[config.mk]
export PLATFORM = sky130hd
export DESIGN_NAME = csa_seq_ctrl_flat
export DESIGN_NICKNAME = d
export VERILOG_FILES = /design/src/rtl/csa_seq_ctrl_if.sv /design/src/rtl/csa_seq_ctrl.sv /design/src/flat_wrapper.sv
export SDC_FILE = /design/constraint.sdc
export NUM_CORES = 1
export LEC_CHECK = 0
export CORE_UTILIZATION = 45
export DETAILED_ROUTE_END_ITERATION = 6
export PLACE_DENSITY = 0.68
export SYNTH_ARGS = -nofsm -noshare
export SYNTH_HDL_FRONTEND = slang
export SYNTH_SLANG_ARGS = --single-unit
[constraint.sdc]
create_clock -name clk -period 7 [get_ports clk]
set_input_delay 0.7 -clock clk [delete_from_list [all_inputs] [get_ports clk]]
set_output_delay 0.7 -clock clk [all_outputs]
set_load 0.1 [all_outputs]
[src/rtl/csa_seq_ctrl_if.sv]
// Handshake bundle for the sequential carry-select adder.
// Requester/consumer side is master, adder side is slave.
interface csa_seq_ctrl_if #(
  parameter int WIDTH = 12
) ();
  logic             in_valid;
  logic             in_ready;
  logic [WIDTH-1:0] op1;
  logic [WIDTH-1:0] op2;
  logic             cin;
  logic             out_valid;
  logic             out_ready;
  logic [WIDTH-1:0] sum;
  logic             cout;

  modport master (
    output in_valid, op1, op2, cin, out_ready,
    input  in_ready, out_valid, sum, cout
  );

  modport slave (
    input  in_valid, op1, op2, cin, out_ready,
    output in_ready, out_valid, sum, cout
  );
endinterface

[src/rtl/csa_seq_ctrl.sv]
// Sequential WIDTH-bit adder reusing one SLICE-bit carry-select slice,
// least significant slice first, with valid/ready in and out.
module csa_seq_ctrl #(
  parameter int WIDTH = 12,
  parameter int SLICE = 3
) (
  input  logic         clk,
  input  logic         rst,
  csa_seq_ctrl_if.slave bus,
  output logic         busy
);
  localparam int N  = (SLICE > 0) ? WIDTH / SLICE : 1;
  localparam int IW = (N > 1) ? $clog2(N) : 1;

  if (SLICE < 1 || WIDTH < SLICE || (WIDTH % SLICE) != 0) begin : g_bad_cfg
    $error("csa_seq_ctrl: WIDTH must be a multiple of SLICE");
  end

  typedef enum logic [1:0] {
    IDLE,
    RUN,
    DONE
  } state_t;

  state_t           state;
  logic [WIDTH-1:0] a_q;
  logic [WIDTH-1:0] b_q;
  logic             carry_q;
  logic [IW-1:0]    idx_q;
  logic [WIDTH-1:0] sum_q;
  logic             cout_q;
  logic             rdy_q;
  logic             vld_q;

  logic [SLICE-1:0] a_sl;
  logic [SLICE-1:0] b_sl;
  logic [SLICE:0]   res0;
  logic [SLICE:0]   res1;
  logic [SLICE:0]   res;
  logic             last;

  // Both carry hypotheses are formed; the registered carry picks one.
  always_comb begin
    a_sl = a_q[SLICE*int'(idx_q) +: SLICE];
    b_sl = b_q[SLICE*int'(idx_q) +: SLICE];
    res0 = {1'b0, a_sl} + {1'b0, b_sl};
    res1 = {1'b0, a_sl} + {1'b0, b_sl} + (SLICE+1)'(1);
    res  = carry_q ? res1 : res0;
    last = (idx_q == IW'(N-1));
  end

  always_ff @(posedge clk) begin
    if (rst) begin
      state   <= IDLE;
      a_q     <= '0;
      b_q     <= '0;
      carry_q <= 1'b0;
      idx_q   <= '0;
      sum_q   <= '0;
      cout_q  <= 1'b0;
      rdy_q   <= 1'b1;
      vld_q   <= 1'b0;
      busy    <= 1'b0;
    end else begin
      unique case (state)
        IDLE: begin
          if (bus.in_valid) begin
            a_q     <= bus.op1;
            b_q     <= bus.op2;
            carry_q <= bus.cin;
            idx_q   <= '0;
            state   <= RUN;
            rdy_q   <= 1'b0;
            busy    <= 1'b1;
          end
        end
        RUN: begin
          sum_q[SLICE*int'(idx_q) +: SLICE] <= res[SLICE-1:0];
          carry_q <= res[SLICE];
          if (last) begin
            cout_q <= res[SLICE];
            idx_q  <= '0;
            state  <= DONE;
          end else begin
            idx_q <= idx_q + IW'(1);
          end
        end
        DONE: begin
          // Result is presented one cycle after the final slice settles.
          if (!vld_q) begin
            vld_q <= 1'b1;
          end else if (bus.out_ready) begin
            vld_q <= 1'b0;
            rdy_q <= 1'b1;
            busy  <= 1'b0;
            state <= IDLE;
          end
        end
        default: begin
          state <= IDLE;
          rdy_q <= 1'b1;
          vld_q <= 1'b0;
          busy  <= 1'b0;
        end
      endcase
    end
  end

  assign bus.in_ready  = rdy_q;
  assign bus.out_valid = vld_q;
  assign bus.sum       = sum_q;
  assign bus.cout      = cout_q;
endmodule

[src/flat_wrapper.sv]
// flat-port wrapper written by rule: the top's interface ports become plain ports
module csa_seq_ctrl_flat 
#(
  parameter int WIDTH = 12,
  parameter int SLICE = 3
)
  (clk, rst, busy, bus_in_valid, bus_op1, bus_op2, bus_cin, bus_out_ready, bus_in_ready, bus_out_valid, bus_sum, bus_cout);
  csa_seq_ctrl_if #(.WIDTH(WIDTH)) bus_i ();
  input  logic clk;
  input  logic rst;
  output logic busy;
  input wire logic [$bits(bus_i.in_valid)-1:0] bus_in_valid;
  input wire logic [$bits(bus_i.op1)-1:0] bus_op1;
  input wire logic [$bits(bus_i.op2)-1:0] bus_op2;
  input wire logic [$bits(bus_i.cin)-1:0] bus_cin;
  input wire logic [$bits(bus_i.out_ready)-1:0] bus_out_ready;
  output wire logic [$bits(bus_i.in_ready)-1:0] bus_in_ready;
  output wire logic [$bits(bus_i.out_valid)-1:0] bus_out_valid;
  output wire logic [$bits(bus_i.sum)-1:0] bus_sum;
  output wire logic [$bits(bus_i.cout)-1:0] bus_cout;
  assign bus_i.in_valid = bus_in_valid;
  assign bus_i.op1 = bus_op1;
  assign bus_i.op2 = bus_op2;
  assign bus_i.cin = bus_cin;
  assign bus_i.out_ready = bus_out_ready;
  assign bus_in_ready = bus_i.in_ready;
  assign bus_out_valid = bus_i.out_valid;
  assign bus_sum = bus_i.sum;
  assign bus_cout = bus_i.cout;
  csa_seq_ctrl #(.WIDTH(WIDTH), .SLICE(SLICE)) u_core (.clk(clk), .rst(rst), .bus(bus_i), .busy(busy));
endmodule
Word-level counts from Yosys, hierarchy flattened
Cells that the tools add are included.

cells by class
  add/subtract/negate cells = 4
  multipliers = 1
  eq/ne operators = 7
  shift operators = 4
  multiplexer cells = 23
  bitwise logic cells = 1
  reductions and logical operators = 8

operators by type and width
  kind                       count
  $neg A32 Y33               1
  $shift A3 B33 Y12 const A  1
  $shiftx A3 B33 Y12         1
  $shiftx A12 B32 Y3         1
  $bwmux W12                 1
  $mux W2                    6
  $shiftx A12 B5 Y3          1
  $mux W1                    9
  $reduce_and A4 Y1          2
  $pmux W1 S3                2
  $pmux W2 S3                1
  $reduce_and A2 Y1          3
  $add A3 B3 Y4              1
  $add A4 B1 Y4 const B      1
  $eq A2 B2 Y1 const B       2
  $mul A2 B2 Y4 const A      1
  $mux W4                    1
  $ne A2 B1 Y1 const B       2
  $ne A2 B2 Y1 const B       2
  $pmux W1 S2                2
  $pmux W2 S2                1
  $add A2 B1 Y2 const B      1
  $eq A2 B1 Y1 const B       1
  $logic_not A2 Y1           1
  3 further kinds            3

storage, ports and cells
  bits in registers = 45
  input bits = 29
  output and inout port bits = 16

Logic depth before layout (Yosys ltp)
Gate-level depths: netlist (run 1).

  word-level depth = 7
  mapped depth = 11
  gate-level depth less buffers = 10

Worst setup path before layout (run 1)
OpenSTA, ideal clock, no wires.

  path kind = register -> register
  start point = register u_core.idx_q[0]
  end point = register u_core.sum_q[10] (netlist: u_core.bus.sum[10])
  data arrival time = 2.597 ns
  data required time = 6.872 ns
  path slack = 4.276 ns
  cell stages (with the launch flop) = 11
  clock period less this slack = 2.724 ns
  cell sequence = dfxtp_1 -> buf_2 -> mux4_2 -> ha_1 -> inv_1 -> fa_1 -> inv_1 -> ha_1 -> mux2_2 -> a22oi_1 -> nor2_1

on the way
  word-level cells in the longest chain between the ends = 7
  elaborated cells between the ends (all ways) = 10
  classes of those cells = add/sub: 3; mul: 1; shift: 4; mux: 2

ends and longest elaborated chain
  what                                                     line                                                        RTL
  from (decl)                                              csa_seq_ctrl.sv:29                                          logic [IW-1:0] idx_q;
  from (signal assigned)                                   csa_seq_ctrl.sv:85                                          idx_q <= idx_q + IW'(1);
  $mul A2 B2 Y4 (*)                                        csa_seq_ctrl.sv:44, csa_seq_ctrl.sv:45, csa_seq_ctrl.sv:78
  $shiftx A12 B5 Y3 or $shiftx A12 B32 Y3 (tied branches)  csa_seq_ctrl.sv:44, csa_seq_ctrl.sv:45
  $add A3 B3 Y4                                            csa_seq_ctrl.sv:46, csa_seq_ctrl.sv:47
  $add A4 B1 Y4                                            csa_seq_ctrl.sv:47                                          res1 = {1'b0, a_sl} + {1'b0, b_sl} + (SLICE+1)'(1);
  $mux W4                                                  csa_seq_ctrl.sv:48                                          res = carry_q ? res1 : res0;
  $shiftx A3 B33 Y12                                       csa_seq_ctrl.sv:78                                          sum_q[SLICE*int'(idx_q) +: SLICE] <= res[SLICE-1:0];
  $bwmux W12 (*)                                           csa_seq_ctrl.sv:78
  to (signal, indexed assignment)                          csa_seq_ctrl.sv:78
  to (decl)                                                csa_seq_ctrl.sv:30                                          logic [WIDTH-1:0] sum_q;

Mark *: on every way between the ends. The rest lies on a longest branch, timed or not.
A chain may end at the register's enable or synchronous reset.

Worst setup path in the final report (run 1)
  start point = register u_core.idx_q[0]
  end point = register u_core.sum_q[11] (netlist: u_core.bus.sum[11])

Same word-level chain as after synthesis.

==> results of run 1 <==
==> worst register-to-register path, cell delays in order (launching register included) <==
cell and delay, ns:
dfxtp_1 0.72, mux4_2 0.58, ha_1 0.22, inv_1 0.07, fa_1 0.41, inv_1 0.11
ha_1 0.15, nand2_1 0.06, xnor2_1 0.40, a22oi_1 0.17, nor2_1 0.11
==> state kept, by name, summed over array words and instances (netlist names) <==
signal and cells:
u_core.a_q 12, u_core.b_q 12, u_core.bus.cout 1, u_core.bus.in_ready 1, u_core.bus.out_valid 1, u_core.bus.sum 12, u_core.busy 1, u_core.carry_q 1
u_core.idx_q 2, u_core.state 2
==> area by class of cell <==
cell class / count / area share
clock inverter: 2 / 0.00383
tap: 52 / 0.0249
multi-input combinational: 163 / 0.417
sequential: 45 / 0.345
inverter: 7 / 0.0101
timing repair buffer: 45 / 0.171
clock buffer: 6 / 0.0278
==> path summary, 6_finish.rpt <==
check	startpoint	to	slack (ns)	cells past startpoint
setup / recovery	u_core.idx_q[0]	u_core.bus.sum[11]	3.95	10
hold / removal	u_core.a_q[9]	u_core.a_q[9]	0.45	2
setup reg to reg	u_core.idx_q[0]	u_core.bus.sum[11]	3.95	10
hold reg to reg	u_core.a_q[9]	u_core.a_q[9]	0.45	2
==> per-stage QoR <==
stage / hold WS [ns] / area [sq um]
floorplan: 0.433 / 2080
global placement: 0.440 / 2530
detailed placement: 0.446 / 2530
CTS: 0.457 / 2610
global route: 0.479 / 2610
finish: 0.454 / 2610
==> cell usage in the layout, fill, tap and decap left out, drive strengths merged, types with 2 or more instances in the layout <==
cell type and n:
mux4 6, nor3 4, a22oi 12, xnor2 3
nor4b 2, clkbuf 6, dfxtp 45, nand2b 4
a21oi 29, nor2 17, clkdlybuf4s50 44, clkinv 2
ha 10, nand2 59, inv 7
==> logic make-up (layout without fill, tap and decap cells) <==
family / after synthesis / after routing
multiplexers: 8 / 8
AO/OA/AOI/OAI: 46 / 46
flip-flops: 45 / 45
XOR/XNOR: 4 / 4
AND/OR/NAND/NOR: 94 / 94
adder cells (fa/ha/maj): 11 / 11
buffers and inverters: 20 / 60
==> routing by layer <==
layer  up-vias  track usage  share of wire
li1        855            -              -
met1       737        0.225           0.47
met2        36        0.286           0.46
met3         7       0.0361          0.039
met4         0       0.0933          0.023
met5         -            0              0
==> power by group <==
part / leakage [nW] / switching [mW] / internal (mW) / total, mW
registers: 0.368 / 0.0102 / 0.267 / 0.278
logic: 0.552 / 0.0554 / 0.0424 / 0.0978
clock network: 0.0450 / 0.0848 / 0.0692 / 0.154
total: 0.965 / 0.150 / 0.379 / 0.529
==> summary.md, run 1 <==
| Metric | Value |
|---|---|
| Outcome | `completed` |
| Die Height | `between 70 and 80 microns` |
| Setup crit end kind | `register` |
| Total CTS buffers | `5` |
| Final WS setup | `approximately 3.9 ns` |
| Vias in the first global route | `1575` |
| FF+latch area | `901 sq um` |
| Commonest cells in the netlist | `58 x nand2_1, 45 x dfxtp_1, 29 x a21oi_1, 17 x nor2_1, 12 x a22oi_1` |
| Min-Delay Path Class | `reg2reg` |
| Routed wire per std cell | `roughly 12 microns` |
| Placed cell count | `~310` |
| PD cells | `203 mW/mm^2` |
| Count of pins over their slew limit | `0` |
| CP Cell Sequence | `mux4_2 > ha_1 > inv_1 > fa_1 > inv_1 > ha_1 > nand2_1 > xnor2_1 > a22oi_1 > nor2_1` |
| Antenna diode count | `0` |
| Antenna-violating nets left | `0` |
| DR vias/cell | `5.11` |
| Final total power | `about 0.53 mW` |
| Root Buffer | `clkbuf_8` |
| Post-Route Utilization | `0.592` |
| DIE WIDTH | `70.0 microns` |
| DRT iter0 DRCs | `68` |
| Post-DP HPWL | `2720 microns` |
| Via total after detailed routing | `1635` |
| Fin crit share | `0.436` |
| Top FF cell, synth | `dfxtp_1` |
| Final hold vios | `0` |
| Fmax | `327 MHz` |
| Final setup fails | `0` |
| Multi-input logic area | `0.00109 sq mm` |
| Mux contribution to synthesized area | `0.0751` |
| Longest Clk Path Bufs | `2` |
| # port buffers | `44` |
| Post-synthesis cell type count | `36` |
| Sequential share of the synthesized area | `0.432` |
| Setup TNS | `0 ns` |
| H-tree Lvls | `2` |
| Pre-CTS setup slack | `3.97 ns` |
| # fillers | `slightly above 400` |
| Fin crit period | `3.05 ns` |
| Syn nets | `around 270` |
| Critical Path AT | `3.29 ns` |
| EDFF count, synth | `0` |
| Mean area per synthesized cell | `9.14 sq um` |
| Compound-gate portion of the synthesized area | `0.133` |
| Max_cap viols | `0` |
| TritonCTS clock tree | `done` |
| Routed WL | `between 3000 and 4000 microns` |
| Post-Synth XOR/XNOR Area | `0.0168` |
| Worst-path clk slew | `~0.08 ns` |
| Residual DRC count | `0` |
| Yosys warning count | `0` |
| Largest family of logic cells by synthesized area | `simple AND/OR/NAND/NOR gates` |
| Kind of cell adding the most delay to the critical path | `adder cells` |
| Top cell type's share of synthesized area | `0.432` |
| Mapped Cells | `between 200 and 250` |
| Nets@finish | `307` |
| Layout Skew | `0.00460 ns` |
| Synth area leaders | `dfxtp_1 43%, nand2_1 10%, a21oi_1 7.0%` |
| GRT Util Overall | `0.178` |
| Top-count cell post-synth | `nand2_1` |
| Post-synth top area cell | `dfxtp_1` |
| Global-route wire length before repair | `6890 microns` |
| Remaining Overflow, GRT | `0` |
| Ports | `45` |
| CP max FO | `14` |
| Adder-Cell Fraction of Synth Area | `0.0697` |
| Seq cells post-synth | `45` |
| CP peak stage delay | `0.72 ns` |
| Slew margin rel. | `0.352` |
| FFs w/ async S/R, synth | `0` |
| Post-cts resize count | `0` |
| DR pass1 iterations | `4` |
| Setup Buffers After CTS | `0` |
| Initial antenna violation count | `0` |
| Simple-gate area share of the yosys netlist | `0.229` |
| Crit path buf inv count | `2` |
| Row Count | `24` |
| Largest net degree at the start of global routing | `47` |
| Initial Utilization | `0.472` |
| Hold_buf cts | `0` |
| Core ar. | `0.00441 sq mm` |
| Pleak | `0.965 nW` |
| Synthesized cell area | `0.00208 sq mm` |
| Worst setup SP type | `register` |
| RSZ-0062 raised after global routing | `false` |
| Layout cells sized above 1 | `0.0858` |
| Worst skew pair latency | `0.30 ns` |
| Sinks on Clock Net | `45` |
| Req. time, crit path | `7.24 ns` |
| Final GP Congestion | `0.804` |
| Worst Tran Pin Value | `0.969 ns` |
| Setup CP Type | `reg2reg` |
| Die Area | `0.00491 sq mm` |
| Syn-to-layout area delta | `25.4%` |
| Slowest cell on the critical path | `dfxtp_1` |
| Peak VDD IR | `140 uV` |
| Non-Filler Instances | `320` |
Note: power is estimated with default switching activity, not from simulation.
==> run 2: changes to the inputs <==
--- a/config.mk
+++ b/config.mk
@@ -7,7 +7,7 @@
 export LEC_CHECK = 0
 export CORE_UTILIZATION = 45
 export DETAILED_ROUTE_END_ITERATION = 6
-export PLACE_DENSITY = 0.68
+export PLACE_DENSITY = 0.71
 export SYNTH_ARGS = -nofsm -noshare
 export SYNTH_HDL_FRONTEND = slang
 export SYNTH_SLANG_ARGS = --single-unit
==> constraint.sdc (replaced) <==
create_clock -name clk -period 2.4 [get_ports clk]
set_input_delay 0.24 -clock clk [delete_from_list [all_inputs] [get_ports clk]]
set_output_delay 0.24 -clock clk [all_outputs]
set_load 0.1 [all_outputs]
==> run 2 against run 1 <==
Compared with the run above:
- largest power group unchanged
- clock power rose to 3.3 times the previous value
- first-iteration DRC count rose by 24%
- critical endpoint is now u_core.bus.sum[1]
- the run now ends with setup timing left
- flip-flop and latch count did not move
- worst hold slack barely moved
==> summary.md, run 2 (synthesized netlist as in run 1, its figures left out) <==
| Metric | Value |
|---|---|
| Initial antenna violation count | `0` |
| Setup CP Type | `reg2reg` |
| Post-Route Utilization | `0.630` |
| GRT met3 Usage | `0.0476` |
| Slew margin rel. | `0.570` |
| Power Internal | `1.20 mW` |
| Final hold vios | `0` |
| Final setup fails | `6` |
| Final WS setup | `-0.143 ns` |
| NetSw | `0.464 mW` |
| Min-Delay Path Class | `reg2reg` |
| Most common cell after layout, fill and taps aside | `nand2_1` |
| FF+latch area | `905 sq um` |
| Violated checks | `setup timing` |
| Final hold slack | `0.454 ns` |
| Req. time, crit path | `2.57 ns` |
| Largest net degree at the start of global routing | `29` |
| Multi-input logic area | `0.00119 sq mm` |
| Vias in the first global route | `1727` |
| Switching fraction of total power | `0.279` |
| Worst setup SP type | `register` |
| Share of power burned in the clock network | `0.306` |
| Fmax | `393 MHz` |
| RSZ-0062 raised after global routing | `true` |
| Longest Clk Path Bufs | `2` |
| Root Buffer | `clkbuf_8` |
| Critical Path AT | `2.71 ns` |
| DR pass1 iterations | `4` |
| Layout Skew | `0.0122 ns` |
| Antenna-violating nets left | `0` |
| FF-to-FF path depth | `9` |
| Sinks on Clock Net | `45` |
| Worst-path clk slew | `0.08 ns` |
| Routed wire per std cell | `between 10 and 15 microns` |
| GR Util met1 | `0.230` |
| Setup TNS | `-0.613 ns` |
| Layout cells sized above 1 | `0.239` |
| Syn-to-layout area delta | `33.6%` |
| Die Area | `0.00491 sq mm` |
| Final GP Congestion | `~0.75` |
| Ports | `45` |
| Residual DRC count | `0` |
| Routed WL | `4360 microns` |
| Reg2reg setup slack | `-0.14 ns` |
| Setup crit end kind | `register` |
| Hold_buf cts | `0` |
| Count of pins over their slew limit | `0` |
| Fin crit period | `2.54 ns` |
| Worst Hold Depth | `2` |
| Worst Tran Pin Value | `0.643 ns` |
| Remaining Overflow, GRT | `0` |
| Final total power | `between 1.5 and 2 mW` |
| Outcome | `finished with violations` |
| DRT iter0 DRCs | `84` |
| Initial Utilization | `0.472` |
| DR vias/cell | `5.16` |
| # port buffers | `44` |
| Die Height | `~70 microns` |
| Nets@finish | `319` |
| RR Startpoint | `u_core.idx_q[0]` |
| Global-route wire length before repair | `roughly 7500 microns` |
| # fillers | `381` |
| Gate power share | `0.210` |
| TritonCTS clock tree | `done` |
| Non-Filler Instances | `332` |
| Fin crit share | `1.06` |
| Placed cell count | `321` |
| Hold_sp | `u_core.a_q[6]` |
| PD cells | `598 mW/mm^2` |
| Post-DP HPWL | `3130 microns` |
| Seq pwr share | `0.484` |
| Max_cap viols | `0` |
| Core ar. | `0.00441 sq mm` |
| H-tree Lvls | `2` |
| DIE WIDTH | `70.0 microns` |
| CP max FO | `4` |
| Hold endpoint | `u_core.a_q[6]` |
| Commonest cells after routing, fill and taps aside | `57 x nand2_1, 44 x dfxtp_1, 29 x a21oi_1, 29 x buf_4, 28 x clkdlybuf4s50_1` |
| M2 GR Usage | `0.325` |
| Antenna diode count | `0` |
| Reg2reg end | `u_core.bus.sum[1]` |
| Worst skew pair latency | `0.30 ns` |
| Via total after detailed routing | `1712` |
| Peak VDD IR | `~370 uV` |
| Pleak | `between 1 and 1.5 nW` |
| Row Count | `24` |
| Gr busiest metal | `met2` |
| Total CTS buffers | `5` |
| GRT Util Overall | `0.192` |
==> run 2: cell count changes in the layout (fill, tap and decap cells not counted), moves of 2 or more <==
cell	previous run	this run
inv_2	0	2
buf_4	1	29
a22oi_1	12	6
clkbuf_8	5	7
xnor2_1	3	1
inv_1	7	5
ha_1	10	8
clkdlybuf4s50_1	44	28
a22oi_2	0	6
ha_4	0	2
==> run 2: metal layers <==
layer / share of wire / wire length, microns
met3: 0.038 / 168
met1: 0.43 / 1860
met4: 0.025 / 108
met5: 0 / 0
met2: 0.51 / 2230
==> run 2: worst max-delay path by stage <==
stage	from	to	slack [ns]	cells past startpoint
after floorplan	u_core.idx_q[0]	u_core.bus.sum[10]	-0.14	10
after global placement	u_core.idx_q[0]	u_core.bus.sum[4]	-0.07	9
after detailed placement	u_core.idx_q[0]	u_core.bus.sum[1]	-0.16	9
after CTS	u_core.idx_q[0]	u_core.bus.sum[4]	-0.12	9
after global routing	u_core.idx_q[0]	u_core.bus.sum[1]	-0.23	9
final	u_core.idx_q[0]	u_core.bus.sum[1]	-0.14	9
==> run 2: repair_timing <==
item	4_1_cts	5_1_grt
setup endpoints to repair	10	10
gates cloned	0	0
resized for setup	11	3
buffers inserted	1	2
pin swaps	5	4
==> run 2: stage by stage <==
step	instance area [sq um]	worst slack [ns]
3_3_place_gp	2570	-0.0689
5_1_grt	2780	-0.235
4_1_cts	2750	-0.124
2_1_floorplan	2110	-0.135
3_5_place_dp	2570	-0.159
6_report	2780	-0.143
==> run 2: power by group through the flow <==
stage | combinational, mW | sequential, mW | clock [mW]
after floorplan | 0.178 | 0.856 | 0
after global placement | 0.312 | 0.822 | 0
after detailed placement | 0.315 | 0.823 | 0
after CTS | 0.341 | 0.806 | 0.520
after global routing | 0.380 | 0.811 | 0.550
final | 0.350 | 0.805 | 0.509
==> run 2: worst max-delay path, stage by stage (launching register included) <==
cell     delay [ns]
dfxtp_4        0.38
mux4_2         0.53
ha_4           0.19
inv_2          0.04
fa_1           0.41
inv_2          0.10
ha_4           0.20
mux2_4         0.29
a22oi_2        0.19
nor2_1         0.06
==> run 2: cell type report <==
class                           count  share of cell area
Multi-Input combinational cell    163               0.427
Sequential cell                    45               0.325
Timing Repair Buffer               57               0.179
Clock buffer                        7              0.0346
Tap cell                           52              0.0234
Inverter                            7             0.00944
Clock inverter                      1             0.00180
